## src/rtl/cpu_pkg.sv

```systemverilog
`default_nettype none
// +--------------------------------------------------------------------+
// | Module : cpu_pkg                                                   |
// | Brief  : Shared types and constants for the 16-bit RISC pipeline.  |
// | Rev    : 1.0  initial release                                      |
// +--------------------------------------------------------------------+
package cpu_pkg;

  localparam int              DATA_W    = 16;
  localparam logic [DATA_W-1:0] NOP_INSTR = 16'h0000;
  localparam logic [DATA_W-1:0] RESET_PC  = 16'h0000;

  // Fetch-stage control state; explicit one-bit encoding
  typedef enum logic [0:0] {
    FS_RUN  = 1'b0,
    FS_HALT = 1'b1
  } fetch_state_e;

  // What the IF/ID register does on the coming edge
  typedef enum logic [1:0] {
    IFA_HOLD   = 2'd0,
    IFA_LOAD   = 2'd1,
    IFA_BUBBLE = 2'd2
  } if_act_e;

  // IF/ID pipeline register contents
  typedef struct packed {
    logic [DATA_W-1:0] instr;
    logic [DATA_W-1:0] pc_plus4;
    logic              valid;
  } if_id_t;

  // Byte address forced onto a word boundary
  function automatic logic [DATA_W-1:0] word_align(input logic [DATA_W-1:0] addr);
    return {addr[DATA_W-1:2], 2'b00};
  endfunction

endpackage
`default_nettype wire

```

## src/rtl/pc_next_sel.sv

```systemverilog
`default_nettype none
// +--------------------------------------------------------------------+
// | Module : pc_next_sel                                               |
// | Brief  : Priority mux choosing the next PC and the IF/ID action.   |
// |          jump > branch > halt/out-of-range > stall > sequential.   |
// | Rev    : 1.0  initial release                                      |
// +--------------------------------------------------------------------+
module pc_next_sel #(
  parameter int DATA_W = 16
) (
  input  logic [DATA_W-1:0] pc,
  input  logic              jump,
  input  logic [DATA_W-1:0] jump_target,
  input  logic              branch,
  input  logic [DATA_W-1:0] branch_target,
  input  logic              in_range,
  input  logic              stall,
  input  logic              halted,
  output logic [DATA_W-1:0] pc_next,
  output logic [DATA_W-1:0] pc_plus4,
  output cpu_pkg::if_act_e  if_act
);
  import cpu_pkg::*;

  // Sequential successor, wrapping naturally at the top of the space
  always_comb begin
    pc_plus4 = pc + DATA_W'(4);
  end

  // First matching rule wins; a redirect squashes the wrong-path fetch
  always_comb begin
    pc_next = pc;
    if_act  = IFA_HOLD;
    if (jump) begin
      pc_next = word_align(jump_target);
      if_act  = IFA_BUBBLE;
    end else if (branch) begin
      pc_next = word_align(branch_target);
      if_act  = IFA_BUBBLE;
    end else if (halted || !in_range) begin
      // Stalls are ignored while halted; the PC simply parks
      if_act  = IFA_BUBBLE;
    end else if (stall) begin
      if_act  = IFA_HOLD;
    end else begin
      pc_next = pc_plus4;
      if_act  = IFA_LOAD;
    end
  end

endmodule
`default_nettype wire

```

## src/rtl/fetch_stage.sv

```systemverilog
`default_nettype none
// +--------------------------------------------------------------------+
// | Module : fetch_stage                                               |
// | Brief  : Instruction fetch: PC register, IF/ID register, stall,    |
// |          redirect, flush and sticky out-of-range halt.             |
// | Rev    : 1.0  initial release                                      |
// +--------------------------------------------------------------------+
module fetch_stage #(
  parameter int                DATA_W     = cpu_pkg::DATA_W,
  parameter int                IMEM_DEPTH = 15,
  parameter logic [DATA_W-1:0] RESET_PC   = cpu_pkg::RESET_PC,
  parameter logic [DATA_W-1:0] NOP_INSTR  = cpu_pkg::NOP_INSTR
) (
  input  logic              clk,
  input  logic              reset_n,
  input  logic              stall,
  input  logic              flush,
  input  logic              branch_taken,
  input  logic [DATA_W-1:0] branch_target,
  input  logic              jump,
  input  logic [DATA_W-1:0] jump_target,
  output logic [DATA_W-1:0] pc,
  input  logic [DATA_W-1:0] instruction,
  output logic [DATA_W-1:0] if_id_instr,
  output logic [DATA_W-1:0] if_id_pc_plus4,
  output logic              if_id_valid,
  output logic              halted
);
  import cpu_pkg::*;

  // The word index is the whole PC above the byte offset, so raising the
  // depth far enough makes every address fetchable.
  localparam logic [31:0] c_imem_depth = 32'(IMEM_DEPTH);

  fetch_state_e      r_state;
  fetch_state_e      w_state_next;
  if_id_t            r_if_id;
  if_id_t            w_if_id_next;
  logic [DATA_W-1:0] r_pc;
  logic [DATA_W-1:0] w_pc_next;
  logic [DATA_W-1:0] w_pc_plus4;
  logic              w_in_range;
  logic              w_redirect;
  logic              w_halted;
  if_act_e           w_if_act;

  // Address decode and redirect detection for the current PC
  always_comb begin
    w_in_range = (32'(r_pc[DATA_W-1:2]) < c_imem_depth);
    w_redirect = jump | branch_taken;
    w_halted   = (r_state == FS_HALT);
  end

  pc_next_sel #(
    .DATA_W (DATA_W)
  ) u_pc_next_sel (
    .pc            (r_pc),
    .jump          (jump),
    .jump_target   (jump_target),
    .branch        (branch_taken),
    .branch_target (branch_target),
    .in_range      (w_in_range),
    .stall         (stall),
    .halted        (w_halted),
    .pc_next       (w_pc_next),
    .pc_plus4      (w_pc_plus4),
    .if_act        (w_if_act)
  );

  // FSM state register
  always_ff @(posedge clk) begin
    if (!reset_n) r_state <= FS_RUN;
    else          r_state <= w_state_next;
  end

  // FSM next state: only a redirect leaves HALT
  always_comb begin
    w_state_next = r_state;
    case (r_state)
      FS_RUN:  if (!w_redirect && !w_in_range) w_state_next = FS_HALT;
      FS_HALT: if (w_redirect)                 w_state_next = FS_RUN;
      default: w_state_next = FS_RUN;
    endcase
  end

  // FSM output: halt flag comes straight from the state register
  always_comb begin
    halted = (r_state == FS_HALT);
  end

  // Program counter register
  always_ff @(posedge clk) begin
    if (!reset_n) r_pc <= RESET_PC;
    else          r_pc <= w_pc_next;
  end

  // IF/ID next value; flush squashes to a bubble but keeps pc_plus4
  always_comb begin
    w_if_id_next = r_if_id;
    case (w_if_act)
      IFA_LOAD: begin
        w_if_id_next.instr    = instruction;
        w_if_id_next.pc_plus4 = w_pc_plus4;
        w_if_id_next.valid    = 1'b1;
      end
      IFA_BUBBLE: begin
        w_if_id_next.instr = NOP_INSTR;
        w_if_id_next.valid = 1'b0;
      end
      default: ;
    endcase
    if (flush) begin
      w_if_id_next.instr = NOP_INSTR;
      w_if_id_next.valid = 1'b0;
    end
  end

  // IF/ID pipeline register
  always_ff @(posedge clk) begin
    if (!reset_n) begin
      r_if_id.instr    <= NOP_INSTR;
      r_if_id.pc_plus4 <= '0;
      r_if_id.valid    <= 1'b0;
    end else begin
      r_if_id <= w_if_id_next;
    end
  end

  assign pc             = r_pc;
  assign if_id_instr    = r_if_id.instr;
  assign if_id_pc_plus4 = r_if_id.pc_plus4;
  assign if_id_valid    = r_if_id.valid;

endmodule
`default_nettype wire

```

## config.mk

```make
export PLATFORM = sky130hd
export DESIGN_NAME = fetch_stage
export DESIGN_NICKNAME = d
export VERILOG_FILES = /design/src/rtl/cpu_pkg.sv /design/src/rtl/pc_next_sel.sv /design/src/rtl/fetch_stage.sv
export SDC_FILE = /design/constraint.sdc
export NUM_CORES = 1
export LEC_CHECK = 0
export CAP_MARGIN = 20
export CORE_MARGIN = 5
export CORE_UTILIZATION = 41
export CTS_CLUSTER_DIAMETER = 60
export DETAILED_ROUTE_END_ITERATION = 16
export MAX_ROUTING_LAYER = met4
export PLACE_DENSITY = 0.88
export SLEW_MARGIN = 25
export SYNTH_ARGS = -nofsm -noshare
export SYNTH_HDL_FRONTEND = slang
export SYNTH_SLANG_ARGS = --single-unit
```

## constraint.sdc

```tcl
create_clock -name clk -period 2.7 [get_ports clk]
set_input_delay 0.27 -clock clk [delete_from_list [all_inputs] [get_ports clk]]
set_output_delay 0.27 -clock clk [all_outputs]
set_load 0.05 [all_outputs]
```

==> metrics.md <==
| Metric | Value |
|---|---|
| First-pass GRT wire length | ~10000 um |
| CTS sink count | 46 |
| Wire length on met3 | about 420 um |
| Predominant post-synthesis flop cell | dfxtp_1 |
| Fin. Hold Viols | 0 |
| Most frequent cells in the layout | 95 x clkdlybuf4s50_1, 46 x dfxtp_1, 34 x nor2_1 |
| DIE AREA | 7070 um2 |
| Layout area overhead | 47.5% |
| Antenna violations before repair | 0 |
| Layout cell share with drive strength beyond 1 | 0.0947 |
| DRT Wirelength | between 6000 and 7000 um |
| Post-route clock period utilization | 0.900 |
| CP Cell Sequence | ha_1 > and3_2 > nor4_4 > nand3_4 > nor2_1 > ha_1 > buf_4 > a22oi_1 > nor2_1 |
| Post-route cell area | 3320 um2 |
| Sequential area share after synthesis | 0.410 |
| Syn Std Cell Area | 2250 um2 |
| DR vias/cell | ~5.2 |
| Synthesized flop and latch total | 46 |
| CTS Hold Buffers Added | 0 |
| GPL Wtd Cong | roughly 0.82 |
| Worst slew pin tran | 0.656 ns |
| Startpoint types | flop |
| Max-Cap Viols | 0 |
| CP delay by family, top | simple AND/OR/NAND/NOR gates |
| CTS tree | built |
| Post-CTS Setup Repair Bufs | 0 |
| Clock Skew | 0.00654 ns |
| Ports | 104 |
| Max Slew Vio Count | 0 |
| Minimum clock period after layout | 2.43 ns |
| Buffers on Ports | 95 |
| Vias in the first global route | 2028 |
| Layout Utilization | 0.613 |
| Clk buf depth | 2 |
| Inserted Clock Buffers | 5 |
| Die width | 84.1 um |
| Wl on met1 | 2620 um |
| WP buf/inv | 1 |
| Post-CTS Resized | 0 |
| Cell count after synthesis | 245 |
| CP Capture Type | flop |
| WHS | about 0.49 ns |
| FMAX | just over 400 MHz |
| Post-synth EDFFs | 0 |
| Crit Path Category | reg -> reg |
| Status | finished clean |
| Warnings, synthesis | 0 |
| Largest net degree at the start of global routing | 27 |
| ANT nets after route | 0 |
| Avg WL per Cell | 15.8 um |
| Final setup TNS | 0 ns |
| CTS Root Cell | clkbuf_8 |
| Worst hold path type | reg -> reg |
| Clock Pin Slew Worst Setup and Hold Paths | 0.08 ns |
| FFs w/ async S/R, synth | 0 |
| Total core area | 5410 um2 |
| Chip Height | roughly 84 um |
| Final total power | roughly 1500 uW |
| FILL cells | approximately 470 |
| Dpl hpwl | about 5000 um |
| Worst-skew pair later-pin latency | 0.30 ns |
| Starting Density | 0.416 |
| Setup violators final | 0 |
| Detailed router's first-iteration violation count | between 100 and 150 |
| Maximum vdd drop | 246 uV |
| Total global-route track usage | 0.183 |
| Worst Path Required | 2.87 ns |
| Overflow after GRT | 0 |
| Top sig layer | met4 |
| Netlist cell types | 56 |
| CP max-delay cell | dfxtp_1 |
| CP arrival | around 2.6 ns |
| Via count | roughly 2100 |
| Worst slew margin | 0.563 |
| Met2 WL post-DR | 3340 um |
| Critical path peak fanout | 15 |
| Number of inserted diodes | 0 |
| Crit path largest cell delay | approximately 0.39 ns |
| Power per Cell Area | between 400 and 500 nW/um2 |
| LEAKAGE | 0.00118 uW |
| Synthesized area per cell | ~9.2 um2 |
| Most common cell after layout, fill and taps aside | clkdlybuf4s50_1 |
| Nets | 396 |
| FP Rows | 27 |
| DR pass1 iterations | 5 |
| Dpl cell area | roughly 3200 um2 |
| RSZ-0062 raised after global routing | false |
| DRC | 0 |
| CTS H-tree depth | 2 |
[final cells by class]
class	instances	area [um2]	share of cell area
multi-input combinational	175	1190	0.358
inverter	7	26.3	0.00792
sequential	46	921	0.278
clock inverter	2	10.0	0.00302
timing repair buffer	103	1010	0.305
clock buffer	5	68.8	0.0208
tap	72	90.1	0.0272
[cells in the mapped netlist, types with 2 or more instances]
cell type	n	area share
nand4_1	3	0.0083
a22o_1	2	0.0078
nand3_1	3	0.0067
a211oi_1	4	0.013
buf_4	4	0.013
dfxtp_1	46	0.41
nand2_1	15	0.025
o21ai_0	10	0.022
a22oi_1	19	0.063
nand2b_1	2	0.0056
mux2i_1	9	0.040
inv_1	6	0.010
clkbuf_1	12	0.020
xnor2_1	6	0.023
o22ai_1	5	0.014
a21oi_1	14	0.031
ha_1	4	0.022
o211ai_1	3	0.010
or4_4	2	0.010
or2_2	2	0.0056
xor2_1	5	0.019
nor3_1	2	0.0045
nor2_1	34	0.057
[worst register-to-register path, delay by kind of cell, from the launching register on]
family | cells | cell delay, ns
buf+inv | 1 | 0.23
fa+ha+maj | 2 | 0.62
simple gates | 5 | 0.86
flops | 1 | 0.39
compound gates | 1 | 0.22
[logic make-up (layout without fill, tap and decap cells)]
group / Yosys count / after routing / share of synthesized area
AOI/OAI and AO/OA: 66 / 66 / 0.207
xor gates and xnor gates: 11 / 11 / 0.0428
adders and majority gates: 4 / 4 / 0.0223
buffers and inverters: 27 / 117 / 0.0668
DFF: 46 / 46 / 0.410
muxes: 10 / 10 / 0.0451
other: 1 / 4 / 0.00167
and+or+nand+nor: 80 / 80 / 0.205
[per-layer routing]
metal,vias up,track usage
li1,1057,-
met1,1006,0.220
met2,77,0.309
met3,9,0.0395
met4,0,0.0497
met5,-,-
[final timing paths]
check	depth (start not counted)	endpoint	from	slack, ns
setup / recovery	9	if_id_instr[5]$_SDFFE_PP0P_	pc[2]$_SDFFE_PN0P_	0.27
hold / removal	2	if_id_valid$_SDFFE_PP0P_	if_id_valid$_SDFFE_PP0P_	0.49
setup reg to reg	9	if_id_instr[5]$_SDFFE_PP0P_	pc[2]$_SDFFE_PN0P_	0.27
hold reg to reg	2	if_id_valid$_SDFFE_PP0P_	if_id_valid$_SDFFE_PP0P_	0.49
[stage by stage]
step | setup slack [ns] | cells
floorplan | 0.0346 | 248
global placement | 0.403 | 403
detailed placement | 0.302 | 403
CTS | 0.259 | 410
global route | 0.113 | 410
finish | 0.269 | 410
[where the power goes]
part           total [uW]  switching, uW  internal (uW)
Clock                 395            221            174
Sequential            730           33.0            697
Combinational         338            183            155
Total                1460            437           1030
[state kept, by name, summed over array words and instances, names as in the netlist]
signal and cells:
pc 14, if_id_valid 1, if_id_instr 16, halted 1, if_id_pc_plus4 14
Power figures use the tool's default switching activity.
